==> config.mk <==
export PLATFORM = sky130hd
export DESIGN_NAME = cordic_ln_arbiter
export DESIGN_NICKNAME = d
export VERILOG_FILES = /design/src/rtl/cordic_ln_arbiter.sv
export SDC_FILE = /design/constraint.sdc
export NUM_CORES = 1
export LEC_CHECK = 0
export CAP_MARGIN = 20
export CORE_MARGIN = 2
export CORE_UTILIZATION = 50
export DETAILED_ROUTE_END_ITERATION = 10
export DONT_BUFFER_PORTS = 1
export HOLD_SLACK_MARGIN = 0.12
export MAX_ROUTING_LAYER = met4
export PLACE_DENSITY_LB_ADDON = 0.2
export SLEW_MARGIN = 40
export SYNTH_ARGS = -nofsm -noshare
export SYNTH_HDL_FRONTEND = slang
export SYNTH_SLANG_ARGS = --single-unit
==> constraint.sdc <==
create_clock -name sys_clk -period 2.8 [get_ports sys_clk]
set_input_delay 0.56 -clock sys_clk [delete_from_list [all_inputs] [get_ports sys_clk]]
set_output_delay 0.56 -clock sys_clk [all_outputs]
set_load 0.03 [all_outputs]
==> src/rtl/cordic_ln_arbiter.sv <==
// cordic_ln_arbiter
// Shares one pipelined CORDIC ln unit among NUM_REQ requesters. The block
// sequences the unit's reset and ROM warm-up, then grants at most one
// requester per cycle in round-robin order. A tag pipeline matched to the
// unit latency carries each operand's valid bit and requester ID, so the
// result can be routed back to the requester that issued it.
//
// Optional build macro: CORDIC_LN_ARB_STATS_EN adds the saturating
// stat_issued / stat_zero counters and their output ports.
//
// state     | meaning
// ----------+-----------------------------------------------------------
// UNIT_RST  | ln_rst_n held low for UNIT_RST_CYCLES
// WARMUP    | ln unit out of reset, waiting WARMUP_CYCLES for ROM load
// RUN       | round-robin grants, one operand per cycle
// DRAIN     | no grants; waiting for in-flight ops to return
// DRAINED   | empty and idle; leaving drain resumes RUN without warm-up
module cordic_ln_arbiter #(
   parameter int NUM_REQ         = 4,
   parameter int DATA_WIDTH      = 32,
   parameter int FRAC_WIDTH      = 16,
   parameter int PIPE_LATENCY    = 11,
   parameter int UNIT_RST_CYCLES = 2,
   parameter int WARMUP_CYCLES   = 12
) (
   input  logic                          sys_clk,
   input  logic                          sys_rst,
   input  logic [NUM_REQ-1:0]            req_valid,
   input  logic [NUM_REQ*DATA_WIDTH-1:0] req_data,
   output logic [NUM_REQ-1:0]            req_ready,
   input  logic                          drain,
   output logic [NUM_REQ-1:0]            rsp_valid,
   output logic [DATA_WIDTH-1:0]         rsp_data,
   output logic                          ln_rst_n,
   output logic [DATA_WIDTH-1:0]         ln_r_in,
   input  logic [DATA_WIDTH-1:0]         ln_r_out,
   output logic                          busy,
   output logic                          idle
`ifdef CORDIC_LN_ARB_STATS_EN
   ,
   output logic [31:0]                   stat_issued,
   output logic [31:0]                   stat_zero
`endif
);

   localparam int ID_W    = $clog2(NUM_REQ);
   localparam int CW      = ID_W + 1;
   localparam int CNT_MAX = (UNIT_RST_CYCLES > WARMUP_CYCLES) ? UNIT_RST_CYCLES : WARMUP_CYCLES;
   localparam int CNT_W   = $clog2(CNT_MAX + 1);
   localparam int LAST    = PIPE_LATENCY - 1;

   // Fixed-point format is only carried through; it still has to be sane.
   if (NUM_REQ < 2 || NUM_REQ > 8 || FRAC_WIDTH >= DATA_WIDTH || PIPE_LATENCY < 1 ||
       UNIT_RST_CYCLES < 1 || WARMUP_CYCLES < 1) begin : g_bad_params
      $error("cordic_ln_arbiter: unsupported parameter set");
   end

   typedef enum logic [2:0] {
      ST_UNIT_RST,
      ST_WARMUP,
      ST_RUN,
      ST_DRAIN,
      ST_DRAINED
   } state_t;

   state_t                  state_q, state_d;
   logic [CNT_W-1:0]        cnt_q, cnt_d;
   logic [ID_W-1:0]         ptr_q, ptr_d;
   logic [DATA_WIDTH-1:0]   ln_r_in_q, ln_r_in_d;
   logic [PIPE_LATENCY-1:0] tag_vld_q, tag_vld_d;
   logic [ID_W-1:0]         tag_id_q [PIPE_LATENCY];
   logic [ID_W-1:0]         tag_id_d [PIPE_LATENCY];
   logic [NUM_REQ-1:0]      rsp_valid_q, rsp_valid_d;
   logic [DATA_WIDTH-1:0]   rsp_data_q, rsp_data_d;

   logic                    grant_en;
   logic                    grant_hit;
   logic [ID_W-1:0]         grant_id;
   logic [CW-1:0]           cand;
   logic                    hs;
   logic                    tag_any;

   function automatic logic [NUM_REQ-1:0] onehot(input logic [ID_W-1:0] id);
      logic [NUM_REQ-1:0] oh;
      oh     = '0;
      oh[id] = 1'b1;
      return oh;
   endfunction

   // Round-robin search: first valid requester after the pointer, wrapping.
   always_comb begin
      grant_hit = 1'b0;
      grant_id  = '0;
      cand      = '0;
      for (int off = 1; off <= NUM_REQ; off++) begin
         cand = {1'b0, ptr_q} + CW'(off);
         if (cand >= CW'(NUM_REQ)) begin
            cand = cand - CW'(NUM_REQ);
         end
         if (!grant_hit && req_valid[cand[ID_W-1:0]]) begin
            grant_hit = 1'b1;
            grant_id  = cand[ID_W-1:0];
         end
      end
   end

   assign grant_en  = (state_q == ST_RUN) && !drain;
   assign hs        = grant_en && grant_hit;
   assign req_ready = hs ? onehot(grant_id) : '0;
   assign tag_any   = |tag_vld_q;

   // Sequencer next-state: unit reset, warm-up, run, drain handling.
   always_comb begin
      state_d = state_q;
      cnt_d   = cnt_q;
      case (state_q)
         ST_UNIT_RST: begin
            if (cnt_q == '0) begin
               state_d = ST_WARMUP;
               cnt_d   = CNT_W'(WARMUP_CYCLES - 1);
            end else begin
               cnt_d = cnt_q - 1'b1;
            end
         end
         ST_WARMUP: begin
            if (cnt_q == '0) begin
               state_d = ST_RUN;
            end else begin
               cnt_d = cnt_q - 1'b1;
            end
         end
         ST_RUN: begin
            if (drain) begin
               state_d = ST_DRAIN;
            end
         end
         ST_DRAIN: begin
            if (!tag_any && (rsp_valid_q == '0)) begin
               state_d = ST_DRAINED;
            end
         end
         ST_DRAINED: begin
            if (!drain) begin
               state_d = ST_RUN;
            end
         end
         default: begin
            state_d = ST_UNIT_RST;
            cnt_d   = CNT_W'(UNIT_RST_CYCLES - 1);
         end
      endcase
   end

   // Issue, tag shift and result routing; rsp_data only moves on a valid tag.
   always_comb begin
      ln_r_in_d   = '0;
      ptr_d       = ptr_q;
      tag_vld_d   = '0;
      tag_id_d    = '{default: '0};
      rsp_valid_d = '0;
      rsp_data_d  = rsp_data_q;

      if (hs) begin
         ln_r_in_d = req_data[int'(grant_id)*DATA_WIDTH +: DATA_WIDTH];
         ptr_d     = grant_id;
      end

      tag_vld_d[0] = hs;
      tag_id_d[0]  = hs ? grant_id : '0;
      for (int s = 1; s < PIPE_LATENCY; s++) begin
         tag_vld_d[s] = tag_vld_q[s-1];
         tag_id_d[s]  = tag_id_q[s-1];
      end

      if (tag_vld_q[LAST]) begin
         rsp_valid_d = onehot(tag_id_q[LAST]);
         rsp_data_d  = ln_r_out;
      end
   end

   // Control and result registers; a reset drops every in-flight tag.
   always_ff @(posedge sys_clk) begin
      if (sys_rst) begin
         state_q     <= ST_UNIT_RST;
         cnt_q       <= CNT_W'(UNIT_RST_CYCLES - 1);
         ptr_q       <= ID_W'(NUM_REQ - 1);
         ln_r_in_q   <= '0;
         tag_vld_q   <= '0;
         rsp_valid_q <= '0;
         rsp_data_q  <= '0;
      end else begin
         state_q     <= state_d;
         cnt_q       <= cnt_d;
         ptr_q       <= ptr_d;
         ln_r_in_q   <= ln_r_in_d;
         tag_vld_q   <= tag_vld_d;
         rsp_valid_q <= rsp_valid_d;
         rsp_data_q  <= rsp_data_d;
      end
   end

   // Tag IDs are qualified by tag_vld_q, so they need no reset.
   always_ff @(posedge sys_clk) begin
      tag_id_q <= tag_id_d;
   end

   assign ln_rst_n  = (state_q != ST_UNIT_RST);
   assign ln_r_in   = ln_r_in_q;
   assign rsp_valid = rsp_valid_q;
   assign rsp_data  = rsp_data_q;
   assign busy      = (state_q != ST_RUN) || tag_any || (rsp_valid_q != '0);
   assign idle      = (state_q == ST_DRAINED);

`ifdef CORDIC_LN_ARB_STATS_EN
   logic [31:0] stat_issued_q, stat_issued_d;
   logic [31:0] stat_zero_q, stat_zero_d;

   // Saturating counts of accepted operands and of accepted zeros.
   always_comb begin
      stat_issued_d = stat_issued_q;
      stat_zero_d   = stat_zero_q;
      if (hs && (stat_issued_q != '1)) begin
         stat_issued_d = stat_issued_q + 32'd1;
      end
      if (hs && (ln_r_in_d == '0) && (stat_zero_q != '1)) begin
         stat_zero_d = stat_zero_q + 32'd1;
      end
   end

   // Statistics registers.
   always_ff @(posedge sys_clk) begin
      if (sys_rst) begin
         stat_issued_q <= '0;
         stat_zero_q   <= '0;
      end else begin
         stat_issued_q <= stat_issued_d;
         stat_zero_q   <= stat_zero_d;
      end
   end

   assign stat_issued = stat_issued_q;
   assign stat_zero   = stat_zero_q;
`endif

endmodule

==> reports/metrics.csv, run 1 <==
stage,metric,value,unit
run_status,outcome,completed,
cells_and_area,most-common-layout-cells,"109 x dfxtp_1, 98 x mux2i_1, 45 x nor2_1",
worst_setup_path,rr_startpoint,ptr_q[0],
timing,fin_crit_sh,0.954,
global_route,grtUsageTotal,0.212,
route,wl_per_cell,20.3,µm
cells_and_area,final_common_cell,dfxtp_1,
yosys,avgSynthCellArea,10.8,µm²
floorplan,fp-row-count,33,
timing,drv_slew,0,
cts,cts-root-buf,clkbuf_8,
route,num_vias,2936,
worst_setup_path,cp.required,2240,ps
cells_and_area,fillerInstances,741,
yosys,synth_seq_cells,110,
floorplan,die_area,9440,µm²
timing,fin_tns_setup,0,ps
worst_setup_path,crit_chain,"or4b_4, a31oi_1, and2_1",
yosys,synth_simple_gate_area_frac,0.124,
timing,period_needed,2670,ps
cts,cts_resized,0,
yosys,syn_area,4340,µm²
route,drtIter0Drc,95,
floorplan,dieHeight,97.2,µm
cts,cts_num_sinks,110,
cells_and_area,final_cell_count_no_fill,500,
worst_setup_path,critPathSlowestCell,dfxtp_1,
yosys,yosys_warnings,0,
yosys,synthesis.nets,569,
yosys,synth_compound_area_frac,0.0943,
hold_path,hold-path-cell-count,1,
cells_and_area,fin_nets,560,
route,drt_wl_total,10100,µm
cells_and_area,multiInputGateArea,1970,µm²
yosys,synth.yosys.seq_area_share,0.507,
floorplan,fp.dieW,97.2,µm
route,drc_errors,0,
cells_and_area,antenna_cells,0,
cts,htree_levels,3,
power,pwr_density_cell,646,nW/µm²
global_route,grt_pass1_wl,15500,µm
cells_and_area,regArea,2200,µm²
yosys,synthAdderAreaFrac,0.00577,
yosys,synthCells,400,
global_route,grt_max_degree,65,
route,drtAntennaViolNets,0,
global_route,grt_pass1_vias,2910,
worst_setup_path,worstSetupStartpointType,flop,
cells_and_area,drive_above_1_share,0.0785,
yosys,synth_top_family_by_area,multiplexers,
hold_path,hp-class,in2reg,
place,gp_congestion,0.912,
cts,clock_latency,350,ps
global_route,grt-ovfl-total,0,
worst_setup_path,critical_path_class,reg2out,
timing,fin_skew,13.8,ps
timing,rsz0062_at_grt,false,
run,max_cap_violations,0,
timing,setup_viol,0,
timing,fmax,0.374,GHz
yosys,synth_cell_types,46,
global_route,antenna_found_initial,0,
worst_setup_path,endpoint_kind,primary output,
worst_setup_path,critical-path-max-stage-delay,580,ps
floorplan,io_pins,242,
worst_setup_path,rrSetupSlack,820,ps
power,power,2.95,mW
worst_setup_path,arrival,2110,ps
yosys,synth-xor-area-share,0,
yosys,synth.area.mux_share,0.226,
place,io_buffers,0,
worst_setup_path,reg2reg_depth,5,
yosys,async_flop_share,0,
worst_setup_path,critPathBufInv,0,
cells_and_area,fin_util,0.551,
worst_setup_path,rr_endpoint,ln_r_in[26],
timing,hold_viol,0,
floorplan,core-area,8300,µm²
yosys,synth-edff-count,0,
floorplan,start_util,0.523,
cts,cts_setup_buffers,0,
cts,clk_pin_slew,100,ps
worst_setup_path,crit_fanout,13,
hold_path,min_to,rsp_data[9],
hold_path,hold_start,sys_rst,
route,drt_pass1_iterations,4,
cts,cts_tree,built,
cts,hold_buffers,0,
yosys,synth-main-ff-cell,dfxtp_1,
power,peakVddDrop,286,µV
cts,clockBufferDepth,2,
place,dpl.cell_count,485,
place,dp_hpwl,7720,µm
route,viasPerCell,5.87,
power,power.leakage,1.59,nW
timing,slew-limit-headroom,0.623,
cts,cts_buffers,9,
cells_and_area,syn_to_final_growth,5.31,%
timing,tightest_slew,558,ps
worst_setup_path,cpLargestDelayFamily,simple AND/OR/NAND/NOR gates,
[how the worst max path moves through the flow]
stage	start	endpoint	slack, ps	depth (start not counted)
final	state_q[1]	req_ready[3]	130	3
after global routing	state_q[1]	req_ready[3]	10	3
after CTS	state_q[1]	req_ready[3]	130	3
after detailed placement	state_q[1]	req_ready[3]	530	3
after global placement	drain	req_ready[1]	550	3
after floorplan	req_valid[1]	req_ready[2]	9	3
[routing by layer]
| layer | global-route usage | vias up | wire, µm |
|---|---|---|---|
| met5 | - | - | 0 |
| met4 | 0.0607 | 0 | 106 |
| met3 | 0.0741 | 8 | 867 |
| met2 | 0.362 | 122 | 5200 |
| met1 | 0.233 | 1384 | 3960 |
| li1 | - | 1422 | - |
[power breakdown]
group / total [mW] / switching, mW / internal, mW
clock: 0.856 / 0.485 / 0.371
combinational: 0.405 / 0.214 / 0.191
sequential: 1.69 / 0.0812 / 1.61
[flip-flops by register name, summed over array words and instances (netlist names)]
| name | count |
|---|---|
| tag_id_q | 2 |
| ln_r_in | 32 |
| state_q | 3 |
| ptr_q | 2 |
| tag_vld_q | 11 |
| rsp_valid | 4 |
| cnt_q | 4 |
| rsp_data | 32 |
| tag_id_d | 20 |
[cell usage after synthesis, types with 4 or more instances]
cell type | number | area, µm²
clkbuf_1 | 7 | 26.3
nand2b_1 | 5 | 31.3
o22ai_1 | 32 | 200
nor2b_1 | 11 | 68.8
nor4_1 | 5 | 31.3
mux2i_1 | 98 | 981
dfxtp_1 | 110 | 2200
buf_6 | 5 | 56.3
buf_2 | 9 | 45.0
a21oi_1 | 5 | 25.0
nor3b_1 | 4 | 30.0
nand2_1 | 10 | 37.5
buf_4 | 4 | 30.0
nor2_1 | 45 | 169
inv_1 | 6 | 22.5
[cell type report]
cell class | count | share of cell area
sequential | 110 | 0.482
multi-input combinational | 258 | 0.431
clock buffer | 11 | 0.0331
tap | 105 | 0.0288
timing repair buffer | 6 | 0.0126
clock inverter | 4 | 0.00712
inverter | 6 | 0.00493
[cell families (layout without fill, tap and decap cells)]
family,count (synthesis),after routing
mux,98,98
compound gates,57,57
flops,110,110
simple gates,101,101
fa+ha+maj,2,2
buf+inv,32,27
[stage by stage]
stage | instance area [µm²] | hold WS (ps) | setup slack, ps
2_1_floorplan | 4340 | 310 | 8.74
3_3_place_gp | 4390 | 311 | 550
3_5_place_dp | 4390 | 312 | 534
4_1_cts | 4570 | 242 | 127
5_1_grt | 4570 | 237 | 11.4
6_report | 4570 | 273 | 129
[worst reg2reg max path: stages, from the launching register on]
cell and delay [ps]:
dfxtp_1 360, nand2b_1 220, a311oi_4 420, buf_12 410, mux2i_1 340, o22ai_1 100
Note: power is estimated with default switching activity, not from simulation.
==> inputs of run 2 (changes only) <==
Settings changed: REMOVE_ABC_BUFFERS set to 1.
==> run 2 against run 1 <==
Routed wire length shrank 2.7%; highest routed layer unchanged; combinational power rose by 1%; count of clock-buffer cells in the layout decreased by 2; clock power rose by 3.2%; register-to-register slack worse by 90 ps; clock skew down 3.1 ps; fmax grew 0.41%; global-route usage decreased by 0.94 points; final area up 0.16%; first-iteration DRC count fell by 9.5%; final cell count is 0.40% higher; hold slack got worse by 18 ps.
==> reports/metrics.csv, run 2 (synthesis gave the netlist of run 1 again) <==
stage,metric,value,unit,change
worst_setup_path,critical_path_class,reg2out,,
cells_and_area,most-common-layout-cells,"108 x dfxtp_1, 98 x mux2i_1, 45 x nor2_1",,
power,power,2.99,mW,+1.1%
worst_setup_path,cp.required,2240,ps,about the same
route,viasPerCell,5.92,,+0.86%
cts,cts_buffers,9,,unchanged
route,wl_per_cell,19.7,µm,-3.0%
cells_and_area,drive_above_1_share,0.0882,,+0.00968
timing,period_needed,2660,ps,-10.8 ps
cts,cts_setup_buffers,0,,unchanged
global_route,grt_pass1_vias,2760,,-5.2%
power,clkPwrFrac,0.296,,+0.006
power,p_int,2.14,mW,-1.4%
global_route,grt_max_degree,65,,unchanged
timing,tightest_slew,569,ps,+11.7 ps
timing,drv_slew,0,,unchanged
power,peakVddDrop,254,µV,-11%
timing,hold_slack,255,ps,-17.7 ps
global_route,antenna_found_initial,0,,unchanged
power,p_comb_frac,0.137,,about the same
route,drc_errors,0,,unchanged
route,drt_pass1_iterations,4,,unchanged
cts,cts_tree,built,,
hold_path,hp-class,in2reg,,
run,max_cap_violations,0,,unchanged
floorplan,die_area,9440,µm²,unchanged
worst_setup_path,endpoint_kind,primary output,,
timing,hold_viol,0,,unchanged
global_route,grt_pass1_wl,14700,µm,-5.4%
power,sw_frac_of_total,0.282,,+0.0182
timing,fin_crit_sh,0.950,,-0.00385
worst_setup_path,critPathSlowestCell,or4b_4,,
cts,clockBufferDepth,2,,unchanged
floorplan,start_util,0.523,,unchanged
place,gp_congestion,0.872,,-4.3%
worst_setup_path,critical-path-max-stage-delay,600,ps,+20 ps
floorplan,fp-row-count,33,,unchanged
floorplan,core-area,8300,µm²,unchanged
worst_setup_path,crit_chain,"or4b_4, a31oi_1, and2_1",,
global_route,grtUsageTotal,0.202,,-0.00943
place,dp_hpwl,7340,µm,-4.9%
cells_and_area,antenna_cells,0,,unchanged
route,drtAntennaViolNets,0,,unchanged
floorplan,dieHeight,97.2,µm,unchanged
route,drtIter0Drc,86,,-9.5%
worst_setup_path,crit_fanout,11,,-2
floorplan,fp.dieW,97.2,µm,unchanged
route,drt_wl_total,9870,µm,-2.7%
place,io_buffers,0,,unchanged
timing,setup_viol,0,,unchanged
cells_and_area,syn_to_final_growth,5.48,%,
cells_and_area,final_common_cell,dfxtp_1,,
floorplan,io_pins,242,,unchanged
timing,fin_tns_setup,0,ps,unchanged
worst_setup_path,arrival,2100,ps,about the same
power,pwr_density_cell,652,nW/µm²,+0.95%
timing,fin_skew,10.7,ps,-3.12 ps
timing,rsz0062_at_grt,false,,
timing,slew-limit-headroom,0.615,,-0.00788
timing,fmax,0.376,GHz,+0.41%
cts,htree_levels,3,,unchanged
route,num_vias,2973,,+1.3%
cts,clk_pin_slew,110,ps,about the same
cells_and_area,fin_nets,561,,+0.18%
cts,cts_num_sinks,110,,unchanged
cts,cts-root-buf,clkbuf_8,,
run_status,outcome,completed,,
worst_setup_path,worstSetupStartpointType,flop,,
power,pwr-share-seq,0.567,,-0.006
global_route,grt-ovfl-total,0,,unchanged
cts,clock_latency,360,ps,about the same
power,switchingPower,0.843,mW,+8.1%
power,power.leakage,1.60,nW,+0.79%
## run 2: layout make-up
cell class / instances / area, µm²
flip-flops and latches: 110 / 2200
clock inverters: 7 / 57.6
inverters: 6 / 22.5
well taps: 105 / 131
fillers: 736 / 3720
multi-input cells: 258 / 1970
repair buffers: 7 / 65.1
clock buffers: 9 / 124
## run 2: timing repair
action | CTS | global route
gates resized for setup | 1 | 1
endpoints found under the setup margin | 1 | 1
hold buffers | 0 | 0
## run 2: per-layer routing
layer | global-route usage | part of all wire
met1 | 0.242 | 0.42
met5 | - | 0
met2 | 0.320 | 0.48
met4 | 0.0878 | 0.021
met3 | 0.0561 | 0.080
## run 2: worst paths after layout
kind | slack (ps) | start | to | cells past startpoint
worst min-delay path | 250 | sys_rst | rsp_data[18] | 1
worst max register to register | 730 | ptr_q[0] | ln_r_in[8] | 5
worst min register to register | 330 | tag_id_d[8] | tag_id_d[6] | 0
worst max-delay path | 140 | state_q[2] | req_ready[3] | 3
## run 2: worst max-delay path, delay by kind of cell, from the launching register on
family	cells	cell delay [ps]
compound gates	1	300
flops	1	440
simple gates	2	990
## run 2: metrics by stage
step / setup slack (ps) / util / instance area [µm²] / instances
floorplan: -3540 / - / 4180 / 374
global placement: 466 / 0.529 / 4390 / 486
detailed placement: 438 / 0.529 / 4390 / 486
CTS: 26.8 / 0.551 / 4580 / 502
global route: 33.7 / 0.551 / 4580 / 502
finish: 140 / 0.551 / 4580 / 502
## run 2: power by group through the flow
stage / Combinational (mW) / Clock, mW / Sequential, mW
finish: 0.410 / 0.883 / 1.69
global route: 0.453 / 0.981 / 1.70
CTS: 0.411 / 0.913 / 1.69
detailed placement: 0.410 / 0 / 1.73
global placement: 0.402 / 0 / 1.72
floorplan: 0.378 / 0 / 1.71
==> inputs of run 3 (changes only) <==
Settings changed: CORE_AREA set to 2 2 95 97, CORE_MARGIN 2 to unset, CORE_UTILIZATION 50 to unset, DIE_AREA set to 0 0 97 99.
==> run 3 against run 2 <==
Combinational power about the same; sequential share of layout area is 0.63 points lower; clock power increased by 23%; fmax down 0.55%; flip-flop and latch count unchanged; non-clock buffer count unchanged; global-route usage is 0.24 points lower; critical path depth stayed put; via count fell by 0.13%; final area increased by 1.3%; clock skew up 3.5 ps; utilization decreased by 0.95 points; largest cell class unchanged.
==> reports/metrics.csv, run 3 (synthesis gave the netlist of run 1 again) <==
stage,metric,value,unit,change
floorplan,core-area,8550,µm²,+3.0%
cts,clock_latency,360,ps,about the same
cells_and_area,regArea,2200,µm²,about the same
floorplan,start_util,0.507,,-0.0154
timing,drv_slew,0,,unchanged
worst_setup_path,crit_chain,"or4b_4, a31oi_1, and2_1",,
route,drtIter0Drc,95,,+10%
route,viasPerCell,5.88,,-0.73%
worst_setup_path,crit_fanout,13,,+2
global_route,antenna_found_initial,0,,unchanged
worst_setup_path,reg2reg_depth,6,,+1
worst_setup_path,critical-path-max-stage-delay,570,ps,-30 ps
worst_setup_path,critPathSlowestCell,dfxtp_1,,
timing,setup_viol,0,,unchanged
hold_path,min_to,rsp_data[22],,
timing,fmax,0.374,GHz,-0.55%
worst_setup_path,rr_startpoint,cnt_q[0],,
cells_and_area,most-common-layout-cells,"109 x dfxtp_1, 98 x mux2i_1, 45 x nor2_1",,
timing,fin_tns_setup,0,ps,unchanged
power,peakVddDrop,296,µV,+16%
cells_and_area,fin_util,0.542,,-0.00949
cells_and_area,syn_to_final_growth,6.80,%,
global_route,grt_max_degree,65,,unchanged
worst_setup_path,critPathBufInv,0,,unchanged
timing,slew-limit-headroom,0.600,,-0.0156
worst_setup_path,cp.required,2240,ps,about the same
worst_setup_path,critical_path_class,reg2out,,
place,dp_slack,526,ps,+88.1 ps
hold_path,hp-class,in2reg,,
timing,period_needed,2670,ps,+14.7 ps
worst_setup_path,rrSetupSlack,800,ps,+70 ps
route,drtAntennaViolNets,0,,unchanged
power,power,3.19,mW,+6.7%
worst_setup_path,worstSetupStartpointType,flop,,
power,pwr_density_cell,687,nW/µm²,+5.4%
route,drc_errors,0,,unchanged
hold_path,hold-path-cell-count,1,,unchanged
worst_setup_path,rr_endpoint,state_q[0],,
cts,hold_buffers,0,,unchanged
cts,cts_resized,0,,-1
cells_and_area,antenna_cells,0,,unchanged
timing,hold_viol,0,,unchanged
global_route,use_met3,0.0504,,-0.00576
timing,setup_ws,125,ps,-14.7 ps
timing,fin_skew,14.2,ps,+3.51 ps
cells_and_area,final_common_cell,dfxtp_1,,
place,dp_hpwl,7230,µm,-1.6%
global_route,grt_pass1_wl,14900,µm,+1.6%
global_route,grt-ovfl-total,0,,unchanged
run,max_cap_violations,0,,unchanged
route,num_vias,2969,,-0.13%
cells_and_area,drive_above_1_share,0.0831,,-0.00504
cts,htree_levels,3,,unchanged
global_route,grt.met1_usage,0.237,,-0.00526
cts,clockBufferDepth,2,,unchanged
worst_setup_path,cpLargestDelayFamily,simple AND/OR/NAND/NOR gates,,
cells_and_area,fin_nets,561,,unchanged
cts,clk_pin_slew,110,ps,about the same
run_status,outcome,completed,,
place,io_buffers,0,,unchanged
worst_setup_path,endpoint_kind,primary output,,
global_route,busiest_layer,met2,,
cts,cts_buffers,9,,unchanged
route,drt_wl_total,9670,µm,-2.0%
floorplan,die_area,9600,µm²,+1.7%
cts,cts-root-buf,clkbuf_8,,
route,wl_per_cell,19.2,µm,-2.5%
power,power.leakage,1.63,nW,+1.5%
timing,rsz0062_at_grt,false,,
timing,fin_crit_sh,0.955,,+0.00526
cells_and_area,fillerInstances,756,,+2.7%
global_route,grt_pass1_vias,2869,,+3.9%
global_route,grtUsageTotal,0.200,,-0.00244
cells_and_area,multiInputGateArea,1970,µm²,about the same
worst_setup_path,arrival,2110,ps,about the same
place,gp_congestion,0.825,,-5.4%
cts,cts_num_sinks,110,,unchanged
timing,tightest_slew,593,ps,+23.0 ps
floorplan,fp.dieW,97,µm,-0.16%
floorplan,fp-row-count,34,,+3.0%
hold_path,hold_start,sys_rst,,
route,drt_pass1_iterations,4,,unchanged
cts,cts_setup_buffers,0,,unchanged
floorplan,io_pins,242,,unchanged
cts,cts_tree,built,,
global_route,use_met2,0.326,,+0.00641
floorplan,dieHeight,99,µm,+1.9%
-- run 3: final cells by class --
cell class	count	share of cell area
sequential	110	0.475
multi-input combinational	258	0.425
tap	108	0.0292
clock buffer	9	0.0267
clock inverter	7	0.0246
timing repair buffer	7	0.0140
inverter	6	0.00486
-- run 3: metal layers --
| metal | vias up | wire length, µm |
|---|---|---|
| met5 | - | 0 |
| met4 | 0 | 208 |
| met3 | 12 | 754 |
| met2 | 146 | 4840 |
| met1 | 1384 | 3860 |
| li1 | 1427 | - |
-- run 3: worst max-delay path by stage --
stage | slack [ps] | cells after the start | to | start
3_3_place_gp | 520 | 3 | req_ready[3] | drain
3_5_place_dp | 530 | 3 | req_ready[3] | state_q[1]
2_1_floorplan | -3540 | 3 | req_ready[0] | req_valid[1]
5_1_grt | 3 | 3 | req_ready[3] | state_q[1]
4_1_cts | 110 | 3 | req_ready[3] | state_q[1]
6_report | 130 | 3 | req_ready[3] | state_q[1]
-- run 3: stage by stage --
step | area [µm²] | cells | hold slack [ps]
after floorplan | 4180 | 374 | 310
after global placement | 4400 | 489 | 310
after detailed placement | 4400 | 489 | 312
after CTS | 4630 | 505 | 238
after global routing | 4630 | 505 | 232
final | 4630 | 505 | 261
-- run 3: report_power, final --
group / leakage, nW / internal [mW] / switching, mW / total, mW
combinational: 0.622 / 0.192 / 0.218 / 0.410
clock: 0.119 / 0.526 / 0.559 / 1.09
sequential: 0.887 / 1.61 / 0.0781 / 1.69
total: 1.63 / 2.33 / 0.856 / 3.19
